File: src/rtl/register_pipe.sv
// register_pipe: elastic pipeline register with a valid/ready handshake per stage.
//
// A chain of STAGES registers, each WIDTH bits wide. An empty stage accepts new
// data even when the stage after it is stalled, so bubbles collapse and the pipe
// holds up to STAGES words under back-pressure. A full pipe with out_ready=1
// accepts and emits in the same cycle through the combinational ready chain.
//
// Parameters:
//   WIDTH   data width in bits (>= 1)
//   STAGES  number of register stages (>= 1)
//   INIT    value loaded into every data register on reset and on flush
//
// Ports:
//   clk        clock, rising edge
//   rst        synchronous active-high reset; highest priority
//   ce         global enable; low freezes the pipe and blocks both handshakes
//   flush      synchronous clear of all stages; priority over ce and handshakes
//   in_data    upstream data
//   in_valid   upstream data valid
//   in_ready   block can accept this cycle
//   out_data   data held in the last stage (always driven)
//   out_valid  last stage holds valid data
//   out_ready  downstream accepts
//   occ        number of occupied stages (only with REGISTER_PIPE_OCC_COUNT_EN)
//
// Optional feature: define REGISTER_PIPE_OCC_COUNT_EN to add the registered
// occupancy output occ.

module register_pipe #(
    parameter int unsigned      WIDTH  = 32,
    parameter int unsigned      STAGES = 2,
    parameter logic [WIDTH-1:0] INIT   = {WIDTH{1'b0}}
) (
    input  logic             clk,
    input  logic             rst,
    input  logic             ce,
    input  logic             flush,
    input  logic [WIDTH-1:0] in_data,
    input  logic             in_valid,
    output logic             in_ready,
    output logic [WIDTH-1:0] out_data,
    output logic             out_valid,
    input  logic             out_ready
`ifdef REGISTER_PIPE_OCC_COUNT_EN
    ,
    output logic [$clog2(STAGES+1)-1:0] occ
`endif
);

    logic [STAGES-1:0] vld_q, vld_d;
    logic [WIDTH-1:0]  dat_q [STAGES];
    logic [WIDTH-1:0]  dat_d [STAGES];

    // rdy[i]: stage i may load this cycle (it is empty or its word moves on).
    logic [STAGES-1:0] rdy;
    logic [STAGES-1:0] src_vld;
    logic [WIDTH-1:0]  src_dat [STAGES];
    logic              run;

    assign run = ce & ~flush;

    // Ready ripples back from the output; a running local avoids reading rdy
    // inside the block that writes it.
    always_comb begin
        logic r;
        r   = out_ready;
        rdy = '0;
        for (int i = int'(STAGES) - 1; i >= 0; i--) begin
            r      = ~vld_q[i] | r;
            rdy[i] = r;
        end
    end

    // Input of each stage: the upstream port for stage 0, the previous stage otherwise.
    always_comb begin
        src_vld    = '0;
        src_vld[0] = in_valid;
        src_dat[0] = in_data;
        for (int i = 1; i < int'(STAGES); i++) begin
            src_vld[i] = vld_q[i-1];
            src_dat[i] = dat_q[i-1];
        end
    end

    // Bubbles propagate as valid=0 but never overwrite stored data.
    always_comb begin
        vld_d = vld_q;
        dat_d = dat_q;
        for (int i = 0; i < int'(STAGES); i++) begin
            if (rdy[i]) begin
                vld_d[i] = src_vld[i];
                if (src_vld[i]) begin
                    dat_d[i] = src_dat[i];
                end
            end
        end
    end

    always_ff @(posedge clk) begin
        if (rst || flush) begin
            vld_q <= '0;
            for (int i = 0; i < int'(STAGES); i++) begin
                dat_q[i] <= INIT;
            end
        end else if (ce) begin
            vld_q <= vld_d;
            dat_q <= dat_d;
        end
    end

    assign in_ready  = rdy[0] & run;
    assign out_valid = vld_q[STAGES-1] & run;
    assign out_data  = dat_q[STAGES-1];

`ifdef REGISTER_PIPE_OCC_COUNT_EN
    localparam int unsigned OccW = $clog2(STAGES + 1);

    logic [OccW-1:0] occ_q;
    logic            in_fire;
    logic            out_fire;

    // Internal stage-to-stage moves conserve the word count, so only the two
    // port transfers change occupancy.
    assign in_fire  = in_valid & in_ready;
    assign out_fire = out_valid & out_ready;

    always_ff @(posedge clk) begin
        if (rst || flush) begin
            occ_q <= '0;
        end else if (in_fire && !out_fire) begin
            occ_q <= occ_q + OccW'(1);
        end else if (!in_fire && out_fire) begin
            occ_q <= occ_q - OccW'(1);
        end
    end

    assign occ = occ_q;
`endif

endmodule

File: config.mk
export PLATFORM = sky130hd
export DESIGN_NAME = register_pipe
export DESIGN_NICKNAME = d
export VERILOG_FILES = /design/src/rtl/register_pipe.sv
export SDC_FILE = /design/constraint.sdc
export NUM_CORES = 1
export LEC_CHECK = 0
export CAP_MARGIN = 20
export CORE_UTILIZATION = 52
export DETAILED_ROUTE_END_ITERATION = 12
export PLACE_DENSITY = 0.84
export SLEW_MARGIN = 20
export SYNTH_ARGS = -nofsm -noshare
export SYNTH_HDL_FRONTEND = slang
export SYNTH_SLANG_ARGS = --single-unit
File: constraint.sdc
create_clock -name clk -period 2.5 [get_ports clk]
set_clock_uncertainty 0.2 [all_clocks]
set_input_delay 0.25 -clock clk [delete_from_list [all_inputs] [get_ports clk]]
set_output_delay 0.25 -clock clk [all_outputs]
set_load 0.01 [all_outputs]
==> results.rst, run 1 <==
.. list-table::
   :header-rows: 1

   * - Metric
     - Value
   * - Cell accounting for the most synthesized area
     - sky130_fd_sc_hd__dfxtp_1
   * - Final antenna diode count
     - 0
   * - Number of antenna violations at the first check in global routing
     - 0
   * - I/O pin total
     - 72
   * - Cell Area, Synth
     - about 2800 um2
   * - Maximum resistive drop on vdd
     - between 0.3 and 0.4 mV
   * - Root buffer cell
     - sky130_fd_sc_hd__clkbuf_8
   * - Number of fill cells
     - about 420
   * - Mean routed wirelength per cell
     - between 10 and 15 um
   * - Static Leakage
     - around 1.4 nW
   * - Detailed router's first-iteration violation count
     - 62
   * - Dominant synthesized flop cell
     - sky130_fd_sc_hd__dfxtp_1
   * - HPWL after detailed placement
     - between 2000 and 3000 um
   * - Flip-flop and latch count after synthesis
     - 66
   * - Worst Slack Setup Final
     - about 0.29 ns
   * - Cell area power density
     - between 600 and 700 nW/um2
   * - Number of setup buffers added after CTS
     - 0
   * - Register area share after synthesis
     - 46.6%
   * - Top cells by area in the synthesized netlist
     - sky130_fd_sc_hd__dfxtp_1, sky130_fd_sc_hd__mux2i_1, sky130_fd_sc_hd__nand2_1
   * - CP Capture Type
     - primary output
   * - Time the worst path needs with I/O delays and setup
     - 2.21 ns
   * - Number of buffers inserted during clock tree synthesis
     - 9
   * - End of the worst register-to-register path
     - dat_q[39]
   * - Capture endpoint of the worst hold path
     - out_data[5]
   * - Total overflow reported by the global router
     - 0
   * - Beginning of the worst register-to-register path
     - vld_q[1]
   * - Data required time of the worst path
     - roughly 2.1 ns
   * - Most common cell in the synthesized netlist
     - sky130_fd_sc_hd__nand2_1
   * - Core Rows
     - 26
   * - TritonCTS clock tree
     - built
   * - Antenna viol nets, final
     - 0
   * - Die Ht
     - ~76 um
   * - Relative slew margins
     - around three quarters
   * - Setup_tns
     - 0 ns
   * - Gp weighted congestion
     - 0.680
   * - Area added between synthesis and finish
     - 23.2%
   * - Total power after layout
     - around 2.1 mW
   * - GRT Util Overall
     - between 15 and 20%
   * - Peak fanout along the critical path
     - 3
   * - Cell-by-cell trace of the critical path
     - clkdlybuf4s50_1, and3b_2, nor3b_1, clkdlybuf4s50_1
   * - Setup repair after global routing missed its margin
     - false
   * - Average size of a mapped cell
     - around 9.8 um2
   * - Die Width
     - ~76 um
   * - Length in cells of the worst reg-to-reg path
     - 4
   * - Instance count of the mapped netlist
     - 290
   * - Final setup fails
     - 0
   * - I/O Buffers
     - 71
   * - Number of synthesized flops with an enable pin
     - 0
   * - Number of buffers inserted by hold repair at cts
     - 0
   * - Slowest stage delay, CP
     - ~0.56 ns
   * - Global-route wire length before repair
     - 7330 um
   * - DIE AREA
     - around 5700 um2
   * - Cts repair resizes
     - 0
   * - Latest clock arrival within the worst-skew pair
     - roughly 0.32 ns
   * - Number of distinct standard cells referenced by the synthesized netlist
     - 19
   * - Maximum clock frequency
     - about 450 MHz
   * - Arr. time, crit path
     - 1.76 ns
   * - Measured slew at the worst slew-check pin
     - around 0.37 ns
   * - Result of the run
     - finished clean
   * - Post-layout net count
     - roughly 360
   * - Final Routed Wirelength
     - between 4000 and 5000 um
   * - DRC violation count after routing
     - 0
   * - Share of Yosys cell area claimed by the top area cell type
     - between 40% and 50%
   * - Fraction of registers with async set or reset after synthesis
     - 0%
   * - Initial standard-cell utilization of the core
     - around 55%
   * - Maximum number of pins on one net before global-route repair
     - 97
   * - Total via count after detailed routing
     - approximately 1,900
   * - CTS max path bufs
     - 2
   * - Number of instances on the worst hold path
     - 2
   * - CTS sink count
     - 66
   * - Number of global-route vias before repair
     - roughly 1,700
   * - Core Box Area
     - ~5200 um2
   * - Critical path class
     - in2out
   * - Number of hold violations in the final report
     - 0
   * - Hold crit path type
     - reg2reg
   * - Placement-stage worst setup slack
     - between 0.2 and 0.3 ns
   * - Launch point of the worst hold path
     - out_data[5]
   * - Count of synthesis-stage warnings from yosys
     - 0
   * - Startpoint kind of the worst setup timing path
     - input pin
   * - Proportion of layout cells with a drive suffix above 1
     - under 10%
   * - Number of search-and-repair iterations in the first detailed-routing pass
     - 4
   * - Max capacitance violation total
     - 0
   * - Number of nets produced by synthesis
     - ~330
   * - Clock Pin Slew Worst Setup and Hold Paths
     - around 0.07 ns
   * - # H-tree levels
     - 3
   * - Minimum setup slack among reg-to-reg paths
     - slightly above 1 ns
   * - Cell with the biggest individual delay on the critical path
     - sky130_fd_sc_hd__clkdlybuf4s50_1
   * - Most frequent CP cell
     - sky130_fd_sc_hd__clkdlybuf4s50_1
   * - Via density per instance
     - 4.76
   * - Number of slew-limit violations in the final report
     - 0
   * - Cell types with the highest counts after synthesis
     - sky130_fd_sc_hd__nand2_1, sky130_fd_sc_hd__dfxtp_1, sky130_fd_sc_hd__mux2i_1
   * - Tcrit/Tclk final
     - approximately 90%
## placed cells by master (no fill, tap or decap)
| cell | netlist | layout |
|---|---|---|
| sky130_fd_sc_hd__a21bo_2 | 1 | 1 |
| sky130_fd_sc_hd__a21oi_1 | 2 | 2 |
| sky130_fd_sc_hd__and3_4 | 1 | 1 |
| sky130_fd_sc_hd__and3b_2 | 2 | 2 |
| sky130_fd_sc_hd__buf_12 | 1 | 2 |
| sky130_fd_sc_hd__buf_4 | 33 | 1 |
| sky130_fd_sc_hd__bufinv_16 | 0 | 1 |
| sky130_fd_sc_hd__clkbuf_1 | 1 | 3 |
| sky130_fd_sc_hd__clkbuf_8 | 0 | 11 |
| sky130_fd_sc_hd__clkdlybuf4s50_1 | 0 | 71 |
| sky130_fd_sc_hd__clkinv_2 | 0 | 1 |
| sky130_fd_sc_hd__dfxtp_1 | 66 | 66 |
| sky130_fd_sc_hd__mux2i_1 | 64 | 64 |
| sky130_fd_sc_hd__nand2_1 | 99 | 99 |
| sky130_fd_sc_hd__nand2b_4 | 1 | 1 |
| sky130_fd_sc_hd__nand3_1 | 1 | 1 |
| sky130_fd_sc_hd__nor2_4 | 0 | 1 |
| sky130_fd_sc_hd__nor2_8 | 1 | 1 |
| sky130_fd_sc_hd__nor3b_1 | 1 | 1 |
| sky130_fd_sc_hd__or2_2 | 1 | 1 |
## worst max-delay path, delay by kind of cell
family / cells / cell delay, ns
buffers and inverters: 2 / 1.05
AND/OR/NAND/NOR: 2 / 0.46
## flip-flops by register name (all words and copies together) (netlist names)
| register | cells |
|---|---|
| vld_q | 2 |
| dat_q | 32 |
| out_data | 32 |
## where the power goes
part	switching [mW]	internal (mW)	total, mW
Clock	0.370	0.515	0.885
Sequential	0.00366	1.06	1.07
Combinational	0.0650	0.0864	0.151
## logic make-up (layout without fill, tap and decap cells)
kind of cell	after synthesis	after routing	synth area share [%]
DFF	66	66	46.6
and+or+nand+nor	108	108	16.3
buffers and inverters	49	90	13.8
muxes	64	64	22.6
AOI/OAI and AO/OA	3	3	0.706
## how the worst max path moves through the flow
stage                     to  startpoint
global placement    in_ready   out_ready
detailed placement  in_ready   out_ready
floorplan           in_ready    vld_q[1]
finish              in_ready   out_ready
CTS                 in_ready   out_ready
global route        in_ready   out_ready
## metal layers
layer	GRT usage, %	up-vias	share of wire, %
met5	0	-	0
met4	10.7	0	2.4
met3	5.56	11	5.4
met2	26.4	50	45
met1	21.2	866	47
li1	-	980	-
## cell type report
| class | count | area [um2] | share of cell area, % |
|---|---|---|---|
| Clock buffer | 14 | 163 | 4.66 |
| Clock inverter | 2 | 35.0 | 1.00 |
| Multi-Input combinational cell | 175 | 1130 | 32.3 |
| Sequential cell | 66 | 1320 | 37.8 |
| Tap cell | 70 | 87.6 | 2.51 |
| Timing Repair Buffer | 74 | 758 | 21.7 |
## per-stage QoR
stage                     utilization [%]  cell area, um2  hold slack, ns  std cells
final                                67.5            3490           0.257        401
after global routing                 67.5            3490           0.269        401
after CTS                            67.5            3490           0.259        401
after detailed placement             63.7            3290           0.247        385
after global placement               63.7            3290           0.244        385
after floorplan                         -            2830           0.192        290
No activity file was read; power rests on OpenSTA's default activity.
==> run 2: changes to the inputs <==
Settings changed: CORE_UTILIZATION 52 to 49, PLACE_DENSITY 0.84 to 0.8, SKIP_LAST_GASP set to 1, SLEW_MARGIN 20 to 40.
Clock period 2.5 ns to 2.2 ns, I/O delays scaled along.
==> results.rst, run 2 (synthesized netlist as in run 1, its figures left out) <==
.. list-table::
   :header-rows: 1

   * - Metric
     - Value
   * - Result of the run
     - finished clean
   * - Critical path class
     - in2out
   * - Static Leakage
     - 1.36 nW (about the same)
   * - GRT Util Overall
     - 17.0% (-0.29 points)
   * - Max capacitance violation total
     - 0 (unchanged)
   * - Area taken by flip-flops and latches
     - 1320 um2 (unchanged)
   * - Most common library cell in the layout ignoring fill and taps
     - sky130_fd_sc_hd__nand2_1
   * - Slowest stage delay, CP
     - 0.58 ns (+0.02 ns)
   * - Maximum clock frequency
     - between 400 and 500 MHz
   * - Initial standard-cell utilization of the core
     - 51.2% (-3.6 points)
   * - Proportion of layout cells with a drive suffix above 1
     - 7.51% (+0.26 points)
   * - Most frequent CP cell
     - sky130_fd_sc_hd__clkdlybuf4s50_1
   * - DIE AREA
     - 6090 um2 (+6.0%)
   * - Number of global-route vias before repair
     - 1,815 (+7.7%)
   * - Core Rows
     - 27 (+3.8%)
   * - Setup repair after global routing missed its margin
     - false
   * - Final setup fails
     - 0 (unchanged)
   * - Commonest non-fill, non-tap cells in the layout
     - sky130_fd_sc_hd__nand2_1, sky130_fd_sc_hd__clkdlybuf4s50_1, sky130_fd_sc_hd__dfxtp_1, sky130_fd_sc_hd__mux2i_1, sky130_fd_sc_hd__clkbuf_8
   * - Hold crit path type
     - in2reg
   * - Number of buffers inserted by hold repair at cts
     - 0 (unchanged)
   * - Top cell family by delay on the critical path
     - buffers and inverters
   * - Total cell area at the placement stage
     - 3310 um2 (+0.53%)
   * - Peak fanout along the critical path
     - 3 (unchanged)
   * - Via density per instance
     - 4.75 (about the same)
   * - Root buffer cell
     - sky130_fd_sc_hd__clkbuf_8
   * - Gp weighted congestion
     - 0.730 (+7.4%)
   * - Area added between synthesis and finish
     - 23.2% (about the same)
   * - CP Capture Type
     - primary output
   * - Total power after layout
     - 2.32 mW (+10%)
   * - Total overflow reported by the global router
     - 0 (unchanged)
   * - Number of antenna violations at the first check in global routing
     - 0 (unchanged)
   * - Number of fill cells
     - 479 (+14%)
   * - CTS sink count
     - 66 (unchanged)
   * - Core Box Area
     - 5540 um2 (+7.1%)
   * - Post-layout net count
     - 366 (+0.55%)
   * - Cell with the biggest individual delay on the critical path
     - sky130_fd_sc_hd__clkdlybuf4s50_1
   * - Antenna viol nets, final
     - 0 (unchanged)
   * - Number of search-and-repair iterations in the first detailed-routing pass
     - 4 (unchanged)
   * - HPWL after detailed placement
     - 3150 um (+7.7%)
   * - Maximum resistive drop on vdd
     - 0.380 mV (-2.2%)
   * - Maximum number of pins on one net before global-route repair
     - 97 (unchanged)
   * - Setup_tns
     - 0 ns (unchanged)
   * - Measured slew at the worst slew-check pin
     - 0.370 ns (-0.0000608 ns)
   * - CTS max path bufs
     - 2 (unchanged)
   * - Number of hold violations in the final report
     - 0 (unchanged)
   * - Relative slew margins
     - 75.3% (about the same)
   * - I/O Buffers
     - 71 (unchanged)
   * - Buffers and inverters on the worst path
     - 2 (unchanged)
   * - Arr. time, crit path
     - 1.72 ns (-0.04 ns)
   * - Clock Pin Slew Worst Setup and Hold Paths
     - 0.07 ns (about the same)
   * - Multi-input logic area
     - 1130 um2 (unchanged)
   * - Total via count after detailed routing
     - 1,925 (+0.94%)
   * - Cell-by-cell trace of the critical path
     - clkdlybuf4s50_1, and3b_2, nor3b_1, clkdlybuf4s50_1
   * - Die Width
     - 78.1 um (+2.9%)
   * - Number of setup buffers added after CTS
     - 0 (unchanged)
   * - Die Ht
     - 78.1 um (+2.9%)
   * - Latest clock arrival within the worst-skew pair
     - 0.32 ns (about the same)
   * - # H-tree levels
     - 3 (unchanged)
   * - Tcrit/Tclk final
     - between 90% and 100%
   * - Cell area power density
     - 665 nW/um2 (+10%)
   * - I/O pin total
     - 72 (unchanged)
   * - TritonCTS clock tree
     - built
   * - Data required time of the worst path
     - 1.78 ns (-0.27 ns)
   * - Startpoint kind of the worst setup timing path
     - input pin
   * - Design area
     - 3490 um2 (about the same)
   * - DRC violation count after routing
     - 0 (unchanged)
   * - Number of slew-limit violations in the final report
     - 0 (unchanged)
   * - Time the worst path needs with I/O delays and setup
     - between 2 and 2.5 ns
   * - Post-route core utilization
     - 63.0% (-4.5 points)
   * - Global-route wire length before repair
     - 7990 um (+8.9%)
   * - Final antenna diode count
     - 0 (unchanged)
   * - Final Routed Wirelength
     - 4770 um (+3.0%)
   * - Detailed router's first-iteration violation count
     - 49 (-21%)
   * - Number of buffers inserted during clock tree synthesis
     - 9 (unchanged)
   * - Cts repair resizes
     - 0 (unchanged)
   * - Mean routed wirelength per cell
     - 11.8 um (+2.0%)
[run 2: path summary, 6_finish.rpt]
kind,startpoint,end,slack (ns),cells after the start
hold / removal,in_data[26],dat_q[58],0.24,3
setup / recovery,out_ready,in_ready,0.06,4
hold reg to reg,out_data[24],out_data[24],0.26,2
setup reg to reg,vld_q[1],dat_q[47],0.63,5
[run 2: final cells by class]
cell class / instances / share of cell area (%)
Multi-Input combinational cell: 175 / 32.3
Timing Repair Buffer: 76 / 22.2
Clock inverter: 3 / 1.15
Clock buffer: 13 / 3.98
Sequential cell: 66 / 37.8
Tap cell: 72 / 2.58
[run 2: metal layers]
metal	global-route usage (%)	part of all wire, %
met5	0	0
met2	26.9	45
met1	20.4	47
met4	8.89	1.7
met3	5.70	6.2
[run 2: power breakdown]
group | total [mW] | internal (mW) | switching, mW
logic | 0.173 | 0.0991 | 0.0743
clock network | 0.935 | 0.522 | 0.413
registers | 1.21 | 1.21 | 0.00407
total | 2.32 | 1.83 | 0.491
[run 2: stage by stage]
step / instances / worst slack [ns] / hold slack (ns)
2_1_floorplan: 290 / 0.852 / 0.162
3_3_place_gp: 389 / 0.122 / 0.243
3_5_place_dp: 389 / 0.0531 / 0.251
4_1_cts: 405 / 0.0320 / 0.232
5_1_grt: 405 / 0.00310 / 0.236
6_report: 405 / 0.0615 / 0.244
[run 2: tightest hold or removal path: cells and delay by family]
| kind | cells | cell delay (ns) |
|---|---|---|
| simple gates | 1 | 0.05 |
| buf+inv | 1 | 0.39 |
| mux | 1 | 0.05 |
==> run 3: changes to the inputs <==
Settings changed: SKIP_LAST_GASP 1 to not set.
==> results of run 3 <==
The final DEF is identical to that of run 2; final timing and power are the same.
